==> src/rtl/decode_pkg.sv <==
// Shared types, class boundaries and field helpers for the instruction decoder.
package decode_pkg;

    typedef enum logic [2:0] {
        CLS_NOP     = 3'd0,
        CLS_ALU_RR  = 3'd1,
        CLS_ALU_IMM = 3'd2,
        CLS_MEM     = 3'd3,
        CLS_BRANCH  = 3'd4,
        CLS_EXT     = 3'd5
    } op_class_e;

    typedef enum logic [1:0] {
        ST_IDLE,
        ST_DECODE,
        ST_WAIT_EXT,
        ST_DONE
    } state_e;

    // Opcode bits are addressed as distance from the MSB so any BYTE >= 5 works.
    localparam int EXT_BIT_OFS = 1;   // op[BYTE-1] set -> extended opcode
    localparam int ILL_BIT_OFS = 2;   // op[BYTE-2] set -> undefined opcode
    localparam int GRP_OFS     = 3;   // op[BYTE-3 -: 2] selects the group

    localparam logic [1:0] GRP_RR     = 2'b00;
    localparam logic [1:0] GRP_IMM    = 2'b01;
    localparam logic [1:0] GRP_MEM    = 2'b10;
    localparam logic [1:0] GRP_BRANCH = 2'b11;

    // Helpers work on a wide container; callers size-cast the results.
    localparam int FIELD_MAX_W = 128;
    typedef logic [FIELD_MAX_W-1:0] field_t;

    typedef struct packed {
        field_t opcode;
        field_t rd;
        field_t rs1;
        field_t rs2;
        field_t imm;
    } fields_t;

    function automatic field_t get_field(input field_t word, input int unsigned lsb,
                                         input int unsigned width);
        field_t mask;
        mask = (field_t'(1) << width) - field_t'(1);
        return (word >> lsb) & mask;
    endfunction

    function automatic field_t sext(input field_t value, input int unsigned width);
        field_t mask;
        mask = (field_t'(1) << width) - field_t'(1);
        if (value[width-1])
            return value | ~mask;
        else
            return value & mask;
    endfunction

    // Splits word0 into opcode, rd, rs1, rs2 (MSB downwards) and the
    // sign-extended short immediate from the low bits.
    function automatic fields_t extract_fields(input field_t word, input int unsigned word_w,
                                               input int unsigned byte_w, input int unsigned reg_w,
                                               input int unsigned imm_w);
        fields_t f;
        f.opcode = get_field(word, word_w - byte_w, byte_w);
        f.rd     = get_field(word, word_w - byte_w - reg_w, reg_w);
        f.rs1    = get_field(word, word_w - byte_w - 2*reg_w, reg_w);
        f.rs2    = get_field(word, word_w - byte_w - 3*reg_w, reg_w);
        f.imm    = sext(get_field(word, 0, imm_w), imm_w);
        return f;
    endfunction

endpackage

==> src/rtl/instr_decode_unit_if.sv <==
// Fetch-side handshake and decoded-field bus of the instruction decoder.
interface instr_decode_unit_if #(
    parameter int BYTE       = 8,
    parameter int WORD_BYTES = 4,
    parameter int REG_W      = 4
);
    localparam int W = WORD_BYTES * BYTE;

    logic             start;
    logic [W-1:0]     instruction_in;
    logic             ready;
    logic             out_valid;
    logic             illegal;
    logic [2:0]       op_class;
    logic [BYTE-1:0]  opcode;
    logic [REG_W-1:0] rd;
    logic [REG_W-1:0] rs1;
    logic [REG_W-1:0] rs2;
    logic [W-1:0]     imm;

    modport master (
        output start, instruction_in,
        input  ready, out_valid, illegal, op_class, opcode, rd, rs1, rs2, imm
    );

    modport slave (
        input  start, instruction_in,
        output ready, out_valid, illegal, op_class, opcode, rd, rs1, rs2, imm
    );
endinterface

==> src/rtl/opcode_classifier.sv <==
// Combinational opcode-byte classifier, shared with later pipeline stages.
module opcode_classifier
    import decode_pkg::*;
#(
    parameter int BYTE = 8
) (
    input  logic [BYTE-1:0] op_i,
    output op_class_e       op_class_o,
    output logic            illegal_o,
    output logic            is_ext_o
);
    logic [1:0] grp;
    assign grp = op_i[BYTE-GRP_OFS -: 2];

    // Priority: extended bit, then undefined range, then the group select.
    always_comb begin
        op_class_o = CLS_NOP;
        illegal_o  = 1'b0;
        is_ext_o   = 1'b0;
        if (op_i[BYTE-EXT_BIT_OFS]) begin
            op_class_o = CLS_EXT;
            is_ext_o   = 1'b1;
        end else if (op_i[BYTE-ILL_BIT_OFS]) begin
            illegal_o = 1'b1;
        end else begin
            case (grp)
                GRP_RR:     op_class_o = (op_i == '0) ? CLS_NOP : CLS_ALU_RR;
                GRP_IMM:    op_class_o = CLS_ALU_IMM;
                GRP_MEM:    op_class_o = CLS_MEM;
                GRP_BRANCH: op_class_o = CLS_BRANCH;
                default:    op_class_o = CLS_NOP;
            endcase
        end
    end
endmodule

==> src/rtl/instr_decode_unit.sv <==
// Multi-cycle instruction decoder: captures word0, classifies it, optionally
// fetches word1 for extended opcodes, and presents held decoded fields.
//
// state       | meaning
// ST_IDLE     | waiting for word0, ready=1
// ST_DECODE   | classifying captured word0, ready=0
// ST_WAIT_EXT | extended opcode, waiting for word1, ready=1
// ST_DONE     | out_valid pulse; ready=1 for back-to-back word0
module instr_decode_unit
    import decode_pkg::*;
#(
    parameter int BYTE       = 8,
    parameter int WORD_BYTES = 4,
    parameter int REG_W      = 4,
    parameter int IMM_W      = 16
) (
    input logic                clk,
    input logic                rst_n,
    instr_decode_unit_if.slave bus
);
    localparam int W = WORD_BYTES * BYTE;

    state_e           state_q, state_d;
    logic [W-1:0]     word0_q, word0_d;
    op_class_e        op_class_q, op_class_d;
    logic             illegal_q, illegal_d;
    logic [BYTE-1:0]  opcode_q, opcode_d;
    logic [REG_W-1:0] rd_q, rd_d, rs1_q, rs1_d, rs2_q, rs2_d;
    logic [W-1:0]     imm_q, imm_d;

    op_class_e cls;
    logic      cls_illegal;
    logic      cls_ext;
    fields_t   f;
    logic      load;

    opcode_classifier #(.BYTE(BYTE)) u_classifier (
        .op_i       (word0_q[W-1 -: BYTE]),
        .op_class_o (cls),
        .illegal_o  (cls_illegal),
        .is_ext_o   (cls_ext)
    );

    assign f = extract_fields(field_t'(word0_q), W, BYTE, REG_W, IMM_W);

    // Next-state and field-register update; fields only change on entry to DONE.
    always_comb begin
        state_d    = state_q;
        word0_d    = word0_q;
        op_class_d = op_class_q;
        illegal_d  = illegal_q;
        opcode_d   = opcode_q;
        rd_d       = rd_q;
        rs1_d      = rs1_q;
        rs2_d      = rs2_q;
        imm_d      = imm_q;
        load       = 1'b0;

        case (state_q)
            ST_IDLE: begin
                if (bus.start) begin
                    word0_d = bus.instruction_in;
                    state_d = ST_DECODE;
                end
            end
            ST_DECODE: begin
                if (cls_ext) begin
                    state_d = ST_WAIT_EXT;
                end else begin
                    load    = 1'b1;
                    state_d = ST_DONE;
                end
            end
            ST_WAIT_EXT: begin
                if (bus.start) begin
                    load    = 1'b1;
                    state_d = ST_DONE;
                end
            end
            ST_DONE: begin
                if (bus.start) begin
                    word0_d = bus.instruction_in;
                    state_d = ST_DECODE;
                end else begin
                    state_d = ST_IDLE;
                end
            end
            default: state_d = ST_IDLE;
        endcase

        if (load) begin
            opcode_d   = BYTE'(f.opcode);
            op_class_d = cls;
            illegal_d  = cls_illegal;
            rd_d       = REG_W'(f.rd);
            rs1_d      = REG_W'(f.rs1);
            rs2_d      = REG_W'(f.rs2);
            case (cls)
                CLS_ALU_IMM, CLS_MEM, CLS_BRANCH: imm_d = W'(f.imm);
                CLS_EXT:                          imm_d = bus.instruction_in;
                default:                          imm_d = '0;
            endcase
            // Undefined opcodes and NOP report no operands.
            if (cls_illegal || cls == CLS_NOP) begin
                rd_d  = '0;
                rs1_d = '0;
                rs2_d = '0;
                imm_d = '0;
            end
        end
    end

    // State and field registers with synchronous active-low reset.
    always_ff @(posedge clk) begin
        if (!rst_n) begin
            state_q    <= ST_IDLE;
            word0_q    <= '0;
            op_class_q <= CLS_NOP;
            illegal_q  <= 1'b0;
            opcode_q   <= '0;
            rd_q       <= '0;
            rs1_q      <= '0;
            rs2_q      <= '0;
            imm_q      <= '0;
        end else begin
            state_q    <= state_d;
            word0_q    <= word0_d;
            op_class_q <= op_class_d;
            illegal_q  <= illegal_d;
            opcode_q   <= opcode_d;
            rd_q       <= rd_d;
            rs1_q      <= rs1_d;
            rs2_q      <= rs2_d;
            imm_q      <= imm_d;
        end
    end

    assign bus.ready     = (state_q != ST_DECODE);
    assign bus.out_valid = (state_q == ST_DONE);
    assign bus.illegal   = illegal_q;
    assign bus.op_class  = op_class_q;
    assign bus.opcode    = opcode_q;
    assign bus.rd        = rd_q;
    assign bus.rs1       = rs1_q;
    assign bus.rs2       = rs2_q;
    assign bus.imm       = imm_q;

endmodule

==> src/flat_wrapper.sv <==
// flat-port wrapper written by rule: the top's interface ports become plain ports
module instr_decode_unit_flat import decode_pkg::*;
#(
    parameter int BYTE       = 8,
    parameter int WORD_BYTES = 4,
    parameter int REG_W      = 4,
    parameter int IMM_W      = 16
)
  (clk, rst_n, bus_start, bus_instruction_in, bus_ready, bus_out_valid, bus_illegal, bus_op_class, bus_opcode, bus_rd, bus_rs1, bus_rs2, bus_imm);
  instr_decode_unit_if #(.BYTE(BYTE), .WORD_BYTES(WORD_BYTES), .REG_W(REG_W)) bus_i ();
  input logic clk;
  input logic rst_n;
  input wire logic [$bits(bus_i.start)-1:0] bus_start;
  input wire logic [$bits(bus_i.instruction_in)-1:0] bus_instruction_in;
  output wire logic [$bits(bus_i.ready)-1:0] bus_ready;
  output wire logic [$bits(bus_i.out_valid)-1:0] bus_out_valid;
  output wire logic [$bits(bus_i.illegal)-1:0] bus_illegal;
  output wire logic [$bits(bus_i.op_class)-1:0] bus_op_class;
  output wire logic [$bits(bus_i.opcode)-1:0] bus_opcode;
  output wire logic [$bits(bus_i.rd)-1:0] bus_rd;
  output wire logic [$bits(bus_i.rs1)-1:0] bus_rs1;
  output wire logic [$bits(bus_i.rs2)-1:0] bus_rs2;
  output wire logic [$bits(bus_i.imm)-1:0] bus_imm;
  assign bus_i.start = bus_start;
  assign bus_i.instruction_in = bus_instruction_in;
  assign bus_ready = bus_i.ready;
  assign bus_out_valid = bus_i.out_valid;
  assign bus_illegal = bus_i.illegal;
  assign bus_op_class = bus_i.op_class;
  assign bus_opcode = bus_i.opcode;
  assign bus_rd = bus_i.rd;
  assign bus_rs1 = bus_i.rs1;
  assign bus_rs2 = bus_i.rs2;
  assign bus_imm = bus_i.imm;
  instr_decode_unit #(.BYTE(BYTE), .WORD_BYTES(WORD_BYTES), .REG_W(REG_W), .IMM_W(IMM_W)) u_core (.clk(clk), .rst_n(rst_n), .bus(bus_i));
endmodule
==> config.mk <==
export PLATFORM = sky130hd
export DESIGN_NAME = instr_decode_unit_flat
export DESIGN_NICKNAME = d
export VERILOG_FILES = /design/src/rtl/decode_pkg.sv /design/src/rtl/instr_decode_unit_if.sv /design/src/rtl/opcode_classifier.sv /design/src/rtl/instr_decode_unit.sv /design/src/flat_wrapper.sv
export SDC_FILE = /design/constraint.sdc
export NUM_CORES = 1
export LEC_CHECK = 0
export BUFFER_PORTS_ARGS = -buffer_cell sky130_fd_sc_hd__buf_2
export CAP_MARGIN = 20
export CELL_PAD_IN_SITES_DETAIL_PLACEMENT = 1
export CELL_PAD_IN_SITES_GLOBAL_PLACEMENT = 1
export CORE_UTILIZATION = 42
export DETAILED_ROUTE_END_ITERATION = 10
export PLACE_DENSITY_LB_ADDON = 0.2
export SYNTH_ARGS = -nofsm -noshare
export SYNTH_HDL_FRONTEND = slang
export SYNTH_SLANG_ARGS = --single-unit
export TNS_END_PERCENT = 100
==> constraint.sdc <==
create_clock -name clk -period 5.5 [get_ports clk]
set_input_delay 1.1 -clock clk [delete_from_list [all_inputs] [get_ports clk]]
set_output_delay 1.1 -clock clk [all_outputs]
set_load 0.02 [all_outputs]
# Word-level counts from Yosys, hierarchy flattened
# Cells that the tools add are included.
# word_totals
register_bits	90
wordCells	52
input_bits	35
# op_classes
n_eq_ne	13
muxes	21
reduce_logical	9
# ops
operator	count
two-way mux 32 bit	2
one-hot mux 32 bit (2 select lines)	1
two-way mux 4 bit	3
one-hot mux 3 bit (4 select lines)	1
equality test 2 bit (second input constant)	4
zero test 8 bit	1
two-way mux 1 bit	8
one-hot mux 2 bit (4 select lines)	1
equality test 3 x 2 -> 1 bit (second input constant)	2
equality test 3 bit (second input constant)	2
two-way mux 3 bit	2
equality test 2 x 1 -> 1 bit (second input constant)	2
zero test 2 bit	2
two-way mux 2 bit	2
!= test 2 bit (second input constant)	2
AND reduction 2 bit	2
zero test 3 bit	1
OR reduction 3 bit	1
!= test 2 x 1 -> 1 bit (second input constant)	1
one-hot mux 1 bit (2 select lines)	1
OR reduction 2 bit	1
logical OR 1 bit	1

# Longest topological paths before layout
# Gate-level depths: netlist of run 1.
# depth
ltp_word	9
mapped_depth	10
ltp_nobuf	7

# By module
# A second synthesis of run 1 with hierarchy kept.
# hier_totals
cells_unflattened	445
area_unflattened_um2	3682.3
# by_module_without_submodules
module	cells_per_inst	seq_area_each_um2	area_each_um2	instances
instr_decode_unit	430	1801.7	3569.7	1
opcode_classifier	15	0.0	112.6	1

# Worst setup path before layout of run 1
# OpenSTA, ideal clock, no wires.
# synth_timing
path_type	input-to-reg
startpoint	input bus_start
endpoint	register u_core.imm_q[10], in the netlist u_core.bus.imm[10]
n_path_buf	3
t_arrival_ns	2.221
stages	8
required_time_ns	5.371
setup_ns	0.129
setup_slack_ns	3.150
path_cell_list	nand2_1 -> a21o_1 -> buf_2 -> and2_1 -> buf_2 -> buf_4 -> a22oi_1 -> a22oi_2
# synth_via
elab_chain_cells	2
# synth_rtl
item	line_no	rtl
from (decl)	flat_wrapper.sv:13	input wire logic [$bits(bus_i.start)-1:0] bus_start;
two-way mux 1 bit	instr_decode_unit.sv:75	if (bus.start) begin
one-hot mux 1 bit (2 select lines)	instr_decode_unit.sv:59	case (state_q)
to (signal assigned)	instr_decode_unit.sv:134	imm_q <= imm_d;
to (decl)	instr_decode_unit.sv:29	logic [W-1:0] imm_q, imm_d;
# No other way between the ends.
# A chain may end at the register's enable or synchronous reset.

# Worst setup path in the final report of run 1
# layout_timing
startpoint	input bus_start
endpoint	register u_core.imm_q[1], in the netlist u_core.bus.imm[1]
# The elaborated chain is that of the path after synthesis.

==> metrics.cfg, run 1 <==
[die]
die_w_um=97.54
core-area_sq_um=8763
die_h_um=97.54
initial_core_util=0.4375
rows=34
ios=93
die-area_sq_um=9514

[synthesis]
netlist_area_sq_um=3834
syn_inst=436
synth-seq-cells=90
seq_area_frac_synth=0.4700
synth_fp_nets=478
yosys_warnings=0
synth_area_per_cell_sq_um=8.793
ys_types=36

[clock_network]
cts_tree=built
clock-sinks=90
cts_resized=0
post_cts_buffers=0
clkTransAtPathRegs_ns=0.09
cts-root-buf=clkbuf_8
clock_latency_ns=0.37
postCtsHoldBufs=0
cts_buffers=9
cts_buffer_depth=2
h-tree-depth=3

[worst_setup_path]
cp_cell_sequence=buf_2 -> nand2_1 -> a21o_1 -> buf_4 -> and2_1 -> buf_4 -> a22oi_1 -> a22oi_1
cp_top_family=buffers and inverters
path_max_fanout=26
endpoint_kind=flop
slowest_delay_ns=0.62
cp-start-kind=primary input
arrival_ns=3.20
critical_path_buf_inv_count=3
required_ns=5.78
critPathKind=in -> reg
cpMaxStageDelayCell=and2_1

[detailed_routing]
wl_um=10360
vias_per_cell=5.449
vias=3389
drc=0
first_iter_violations=122
wl_per_cell_um=16.65
ant_nets=0
first_pass_iters=4

[timing]
min_period_ns=2.920
relSlewSlack=0.4591
hold_viol=0
rsz0062_at_grt=false
drv_slew=0
clock_skew_ns=0.01313
setup_viol=0
fin_setup_tns_ns=0
worst_slew_pin_slew_ns=0.8114
timing.fmax_mhz=342.4
min_period_over_period=0.5309

[cells_and_area]
syn2layout_area_growth_pct=17.88
fillCellCount=1068
fin_cells=622
drive_above_1_share=0.2549
regArea_sq_um=1802
nets=551
multi_input_area_sq_um=1829
antennaDiodeCount=0

[place]
place_congestion=0.7209
place_hpwl_um=6960
placedCellCount=606
port_buffers=92

[power]
ir_drop_uv=176.7
power.density_nw_per_um2=320.5
p_leak_nw=1.761

[global_route]
antenna_found_initial=0
grt_max_degree=61
overflow=0
grt_first_pass_wirelength_um=16560
grt_pass1_vias=3199
grt_usage=0.2193

[min_path]
hold_class=reg -> reg

[job]
maxCapViolCount=0

[outcome]
status=finished, final reports clean

==> metal layers <==
| layer | vias to the layer above | GRT usage | wire length, um |
|---|---|---|---|
| li1 | 1660 | - | - |
| met1 | 1661 | 0.2924 | 4953 |
| met2 | 58 | 0.3588 | 4933 |
| met3 | 10 | 0.03885 | 335 |
| met4 | 0 | 0.07127 | 136 |
| met5 | - | 0 | 0 |
==> cell families after synthesis <==
group           after synthesis  synth area share
buf+inv                      44           0.05516
fa+ha+maj                     7           0.02284
compound gates              145            0.2826
simple gates                150            0.1694
flops                        90            0.4700
==> report_power, final <==
part | internal (mW) | leakage [nW] | total [mW] | switching (mW)
logic | 0.0740 | 0.924 | 0.241 | 0.167
clock network | 0.258 | 0.107 | 0.501 | 0.243
registers | 0.683 | 0.730 | 0.706 | 0.0237
total | 1.01 | 1.76 | 1.45 | 0.434
==> cells in the mapped netlist <==
| cell type | count | area (sq um) |
|---|---|---|
| a211oi_1 | 18 | 135.1 |
| a21boi_0 | 42 | 315.3 |
| a21o_1 | 1 | 7.510 |
| a21oi_1 | 5 | 25.02 |
| a221oi_4 | 1 | 26.28 |
| a22oi_1 | 14 | 105.1 |
| a22oi_2 | 10 | 125.1 |
| a32oi_1 | 15 | 131.4 |
| and2_1 | 3 | 18.77 |
| and3_1 | 1 | 6.260 |
| buf_2 | 10 | 50.05 |
| buf_4 | 3 | 22.52 |
| buf_6 | 3 | 33.78 |
| clkbuf_1 | 20 | 75.07 |
| dfxtp_1 | 90 | 1802 |
| ha_1 | 7 | 87.58 |
| inv_1 | 7 | 26.28 |
| inv_2 | 1 | 3.750 |
| nand2_1 | 115 | 431.7 |
| nand2_2 | 1 | 6.260 |
| nand2b_4 | 1 | 13.76 |
| nor2_1 | 6 | 22.52 |
| nor2_2 | 1 | 6.260 |
| nor2b_1 | 15 | 93.84 |
| nor3_1 | 1 | 5.000 |
| nor3_2 | 1 | 10.01 |
| nor3b_1 | 1 | 7.510 |
| nor4_1 | 1 | 6.260 |
| o2111a_1 | 1 | 11.26 |
| o211a_1 | 1 | 10.01 |
| o21a_1 | 1 | 7.510 |
| o21ai_0 | 28 | 140.1 |
| o21ai_1 | 7 | 35.03 |
| o21ai_2 | 1 | 8.760 |
| or3_1 | 2 | 12.51 |
| or3b_1 | 1 | 8.760 |
==> sequential cells by signal, indices dropped and copies added (netlist names) <==
name,count
u_core.bus.illegal,1
u_core.bus.imm,32
u_core.bus.op_class,3
u_core.bus.opcode,8
u_core.bus.rd,4
u_core.bus.rs1,4
u_core.bus.rs2,4
u_core.state_q,2
u_core.word0_q,32
==> metrics by stage <==
step / util / setup WS [ns] / power [mW] / hold slack (ns) / area, sq um
global route: 0.5157 / 2.379 / 1.512 / 0.4649 / 4519
finish: 0.5157 / 2.580 / 1.448 / 0.4497 / 4519
floorplan: - / 3.150 / 0.8837 / 0.4400 / 3834
global placement: 0.4909 / 2.344 / 0.9531 / 0.4360 / 4302
detailed placement: 0.4909 / 2.200 / 0.9631 / 0.4399 / 4302
CTS: 0.5157 / 2.575 / 1.463 / 0.4531 / 4519
==> cell type report <==
class | count | area share
multi-input cells | 302 | 0.4048
flip-flops and latches | 90 | 0.3987
repair buffers | 98 | 0.1118
well taps | 108 | 0.02990
clock buffers | 10 | 0.02824
clock inverters | 6 | 0.01993
inverters | 8 | 0.006645
==> tightest hold or removal path, delay by kind of cell, from the launching register on <==
family | cells | cell delay, ns
flip-flops | 1 | 0.32
AND/OR/NAND/NOR | 1 | 0.05
AO/OA/AOI/OAI | 1 | 0.05
==> path summary, 6_finish.rpt <==
| check | start | cells after the start | endpoint | slack [ns] |
|---|---|---|---|---|
| worst max-delay path | bus_start | 8 | u_core.bus.imm[1] | 2.58 |
| worst max register to register | u_core.state_q[0] | 9 | u_core.bus.imm[1] | 2.62 |
| worst min register to register | u_core.bus.imm[19] | 2 | u_core.bus.imm[19] | 0.45 |
| worst min-delay path | u_core.bus.imm[19] | 2 | u_core.bus.imm[19] | 0.45 |
==> cells in the final DEF (no fill, tap or decap), types with 2 or more instances in the layout <==
cell / n
a22oi_1: 14
a21oi_1: 5
nand2_1: 115
clkbuf_8: 9
a22oi_2: 10
ha_1: 7
dfxtp_1: 90
o21ai_1: 7
inv_1: 7
or3_1: 2
buf_2: 92
o21ai_0: 28
a32oi_1: 15
a211oi_1: 18
nor2b_1: 14
buf_4: 6
and2_1: 3
a21boi_0: 42
bufinv_16: 2
nor2_1: 6
Power figures use the tool's default switching activity.
==> inputs of run 2 (changes only) <==
--- a/config.mk
+++ b/config.mk
@@ -9,7 +9,7 @@
 export CAP_MARGIN = 20
 export CELL_PAD_IN_SITES_DETAIL_PLACEMENT = 1
 export CELL_PAD_IN_SITES_GLOBAL_PLACEMENT = 1
-export CORE_UTILIZATION = 42
+export CORE_UTILIZATION = 39
 export DETAILED_ROUTE_END_ITERATION = 10
 export PLACE_DENSITY_LB_ADDON = 0.2
 export SYNTH_ARGS = -nofsm -noshare
==> constraint.sdc (replaced) <==
create_clock -name clk -period 3.06 [get_ports clk]
set_input_delay 0.612 -clock clk [delete_from_list [all_inputs] [get_ports clk]]
set_output_delay 0.612 -clock clk [all_outputs]
set_load 0.02 [all_outputs]
==> run 2 against run 1 <==
Total power is 71% higher. Critical path type is now reg -> reg. Clock skew is 0.0026 ns higher. Final area grew 0.30%. Sequential power grew 80%. Core utilization decreased by 3.2 points. Critical endpoint is now u_core.bus.imm[31]. Non-clock buffer count is 2 higher. First-iteration DRC count decreased by 20%. Cell count is 3.5% higher. Global-route usage down 0.33 points. Sequential cell count is the same.
==> metrics.cfg, run 2 (synthesis results as in run 1) <==
[outcome]
status=finished, final reports clean

[detailed_routing]
wl_um=10600
first_iter_violations=98
vias_per_cell=5.259
drc=0
wl_per_cell_um=16.46
first_pass_iters=4
ant_nets=0
vias=3387

[power]
ir_drop_uv=254.6
p_leak_nw=1.750
power_mw=2.472
internal-power_mw=1.685
p_sw_uw=786.5
p_clk_frac=0.307
power.density_nw_per_um2=545.3
p_comb_frac=0.179
p_seq_frac=0.513
switching_share=0.3182

[timing]
clock_skew_ns=0.01572
fin_ws_ns=0.5873
worst_slew_pin_slew_ns=0.7695
hold_viol=0
min_period_ns=2.473
rsz0062_at_grt=false
setup_viol=0
relSlewSlack=0.4870
timing.fmax_mhz=404.4
fin_setup_tns_ns=0
min_period_over_period=0.8081
drv_slew=0

[die]
core-area_sq_um=9371
die_h_um=101.1
ios=93
die-area_sq_um=10230
rows=35
initial_core_util=0.4091
die_w_um=101.1

[clock_network]
postCtsHoldBufs=0
cts-root-buf=clkbuf_8
cts_buffer_depth=2
cts_resized=0
clkTransAtPathRegs_ns=0.09
clock-sinks=90
post_cts_buffers=0
cts_tree=built
clock_latency_ns=0.37
h-tree-depth=3
cts_buffers=9

[worst_setup_path]
critPathKind=reg -> reg
r2r_slack_ns=0.59
cp_top_family=compound AO/OA/AOI/OAI gates
arrival_ns=2.75
cp-start-kind=flop
required_ns=3.34
cpMaxStageDelayCell=nand2_2
slowest_delay_ns=0.59
critical_path_buf_inv_count=1
cp_cell_sequence=inv_1 -> ha_1 -> nor2_1 -> o21a_1 -> o21ai_2 -> nand2_2 -> o21ai_0
endpoint_kind=flop
path_max_fanout=29

[global_route]
grt_usage=0.2160
grt_pass1_vias=3442
grt_max_degree=43
grt_first_pass_wirelength_um=17090
overflow=0
antenna_found_initial=0

[place]
port_buffers=92
place_congestion=0.7776
post-place-ws_ns=0.5718
placedCellCount=629
placed_area_sq_um=4355
place_hpwl_um=7378

[cells_and_area]
nets=553
stdcell_area_sq_um=4533
antennaDiodeCount=0
final_cell_mix=nand2_1, buf_2, dfxtp_1
final_common_cell=nand2_1
drive_above_1_share=0.2583
fin_cells=644
syn2layout_area_growth_pct=18.24

[job]
maxCapViolCount=0

[min_path]
hold_class=reg -> reg

==> run 2: path summary, 6_finish.rpt <==
path,from,cells after the start,to
hold reg to reg,u_core.bus.imm[17],2,u_core.bus.imm[17]
hold / removal,u_core.bus.imm[17],2,u_core.bus.imm[17]
setup / recovery,u_core.word0_q[28],7,u_core.bus.imm[31]
setup reg to reg,u_core.word0_q[28],7,u_core.bus.imm[31]
==> run 2: routing by layer <==
metal	share of wire	track usage	vias up	wire length, um
met2	0.49	0.3626	71	5150
met1	0.46	0.2771	1638	4882
met4	0.015	0.08138	0	161
li1	-	-	1664	-
met5	0	0	-	0
met3	0.038	0.03865	14	408
==> run 2: worst reg2reg max path: cells and delay by family (launching register included) <==
kind            cells  cell delay (ns)
flops               1             0.36
fa+ha+maj           1             0.17
simple gates        2             0.64
buf+inv             1             0.11
compound gates      3             1.12
==> run 2: stage by stage <==
stage	utilization	hold WS (ns)
global placement	0.4648	0.4305
global route	0.4837	0.4698
CTS	0.4837	0.4511
detailed placement	0.4648	0.4387
floorplan	-	0.4400
finish	0.4837	0.4463
==> run 2: power groups by stage <==
stage                     Clock [mW]  Sequential, mW  Combinational (mW)
after floorplan                    0            1.30               0.291
after CTS                      0.775            1.27               0.450
after detailed placement           0            1.30               0.446
after global routing           0.821            1.28               0.494
final                          0.760            1.27               0.442
after global placement             0            1.29               0.435
==> run 2: layout make-up <==
type,count,area (sq um)
sequential,90,1802
tap,129,161.4
fill,1166,4838
timing repair buffer,100,533.0
clock inverter,5,40.04
multi-input combinational,302,1829
inverter,8,30.03
clock buffer,10,137.6
==> inputs of run 3 (changes only) <==
--- a/config.mk
+++ b/config.mk
@@ -9,7 +9,7 @@
 export CAP_MARGIN = 20
 export CELL_PAD_IN_SITES_DETAIL_PLACEMENT = 1
 export CELL_PAD_IN_SITES_GLOBAL_PLACEMENT = 1
-export CORE_UTILIZATION = 39
+export CORE_UTILIZATION = 35
 export DETAILED_ROUTE_END_ITERATION = 10
 export PLACE_DENSITY_LB_ADDON = 0.2
 export SYNTH_ARGS = -nofsm -noshare
==> constraint.sdc (replaced) <==
create_clock -name clk -period 2.08 [get_ports clk]
set_input_delay 0.416 -clock clk [delete_from_list [all_inputs] [get_ports clk]]
set_output_delay 0.416 -clock clk [all_outputs]
set_load 0.02 [all_outputs]
==> run 3 against run 2 <==
Die area up 11%. Critical path type unchanged. Maximum frequency is 28% higher. Highest routed layer unchanged. First-iteration DRC count is 27% higher.
==> metrics.cfg, run 3 (synthesis results as in run 1) <==
[power]
p_comb_frac=0.196
internal-power_mw=2.533
switching_share=0.3108
p_sw_mw=1.142
ir_drop_uv=314.4
p_clk_frac=0.295
power.density_nw_per_um2=787.2
power_mw=3.675
p_leak_nw=1.805
p_seq_frac=0.508

[timing]
relSlewSlack=0.7508
clock_skew_ns=0.01163
min_period_ns=1.925
worst_slew_pin_slew_ns=0.3704
setup_viol=0
fin_setup_tns_ns=0
rsz0062_at_grt=false
timing.fmax_mhz=519.6
hold_viol=0
drv_slew=0
min_period_over_period=0.9253

[worst_setup_path]
cp_top_family=simple AND/OR/NAND/NOR gates
critPathKind=reg -> reg
arrival_ns=2.22
slowest_delay_ns=0.42
cpMaxStageDelayCell=or3b_4
endpoint_kind=flop
critical_path_buf_inv_count=2
path_max_fanout=17
cp_cell_sequence=inv_1 -> ha_1 -> or3b_4 -> nor2_2 -> and2_1 -> buf_12 -> a211oi_1 -> o21ai_0
cp-start-kind=flop
required_ns=2.37

[detailed_routing]
wl_per_cell_um=16.32
vias=3452
ant_nets=0
first_iter_violations=124
vias_per_cell=5.215
wl_um=10800
drc=0
first_pass_iters=5

[cells_and_area]
nets=563
regArea_sq_um=1805
multi_input_area_sq_um=1839
stdcell_area_sq_um=4668
syn2layout_area_growth_pct=21.77
fin_cells=662
antennaDiodeCount=0
fillCellCount=1269
final_cell_mix=nand2_1, buf_2, dfxtp_1
final_common_cell=nand2_1
drive_above_1_share=0.2814

[global_route]
grt_pass1_vias=3501
antenna_found_initial=0
grt_usage=0.1990
grt_max_degree=45
overflow=0
grt_first_pass_wirelength_um=17520

[die]
die_w_um=106.7
die-area_sq_um=11380
core-area_sq_um=10460
initial_core_util=0.3664
ios=93
die_h_um=106.7
rows=37

[place]
place_hpwl_um=7423
place_congestion=0.7379
placedCellCount=646
placed_area_sq_um=4491
port_buffers=92

[clock_network]
clock-sinks=90
cts-root-buf=clkbuf_8
h-tree-depth=3
cts_tree=built
cts_buffers=9
clock_latency_ns=0.37
clkTransAtPathRegs_ns=0.09
cts_buffer_depth=2

[outcome]
status=finished, final reports clean

[min_path]
hold_class=in -> reg

[job]
maxCapViolCount=0

## run 3: cell count changes in the layout (fill, tap and decap cells not counted), sizes merged
cell      change
buf          +10
clkbuf        +4
clkinvlp      -2
inv           -1
## run 3: path summary, 6_finish.rpt
check	startpoint	to	slack, ns	depth (start not counted)
worst max-delay path	u_core.word0_q[28]	u_core.bus.imm[30]	0.16	8
worst min-delay path	bus_instruction_in[2]	u_core.word0_q[2]	0.30	3
worst max register to register	u_core.word0_q[28]	u_core.bus.imm[30]	0.16	8
worst min register to register	u_core.bus.imm[22]	u_core.bus.imm[22]	0.45	2
## run 3: routing by layer
layer	GRT usage	share of wire	wire length (um)
met1	0.2543	0.48	5163
met5	0	0	0
met4	0.05871	0.011	123
met2	0.3350	0.48	5137
met3	0.04316	0.035	376
## run 3: cell type report
type,instances,area share
clock buffer,14,0.03270
clock inverter,2,0.002680
inverter,8,0.006433
multi-input combinational,302,0.3940
sequential,90,0.3868
tap,136,0.03645
timing repair buffer,110,0.1410
## run 3: power by group through the flow
stage          Sequential [mW]  Clock [mW]  Combinational, mW
2_1_floorplan             1.91           0              0.427
3_3_place_gp              1.90           0              0.702
3_5_place_dp              1.91           0              0.722
4_1_cts                   1.87        1.12              0.725
5_1_grt                   1.88        1.19              0.795
6_report                  1.87        1.09              0.721
## run 3: timing repair
item,CTS,global route
endpoints found under the setup margin,18,30
hold buffers,0,0
gates resized for setup,2,6
endpoints found under the hold margin,0,0
buffers inserted,0,0
## run 3: worst register-to-register path, delay by kind of cell (launching register included)
family                     cells  cell delay, ns
adders and majority gates      1            0.32
and+or+nand+nor                3            0.75
DFF                            1            0.36
AOI/OAI and AO/OA              2            0.21
buffers and inverters          2            0.22
## run 3: through the flow
stage	utilization	worst slack, ns	hold WS [ns]
floorplan	-	0.1375	0.4400
global placement	0.4292	0.07566	0.4321
detailed placement	0.4292	-0.04724	0.4418
CTS	0.4451	0.05756	0.2914
global route	0.4462	0.03132	0.2948
finish	0.4462	0.1553	0.2992
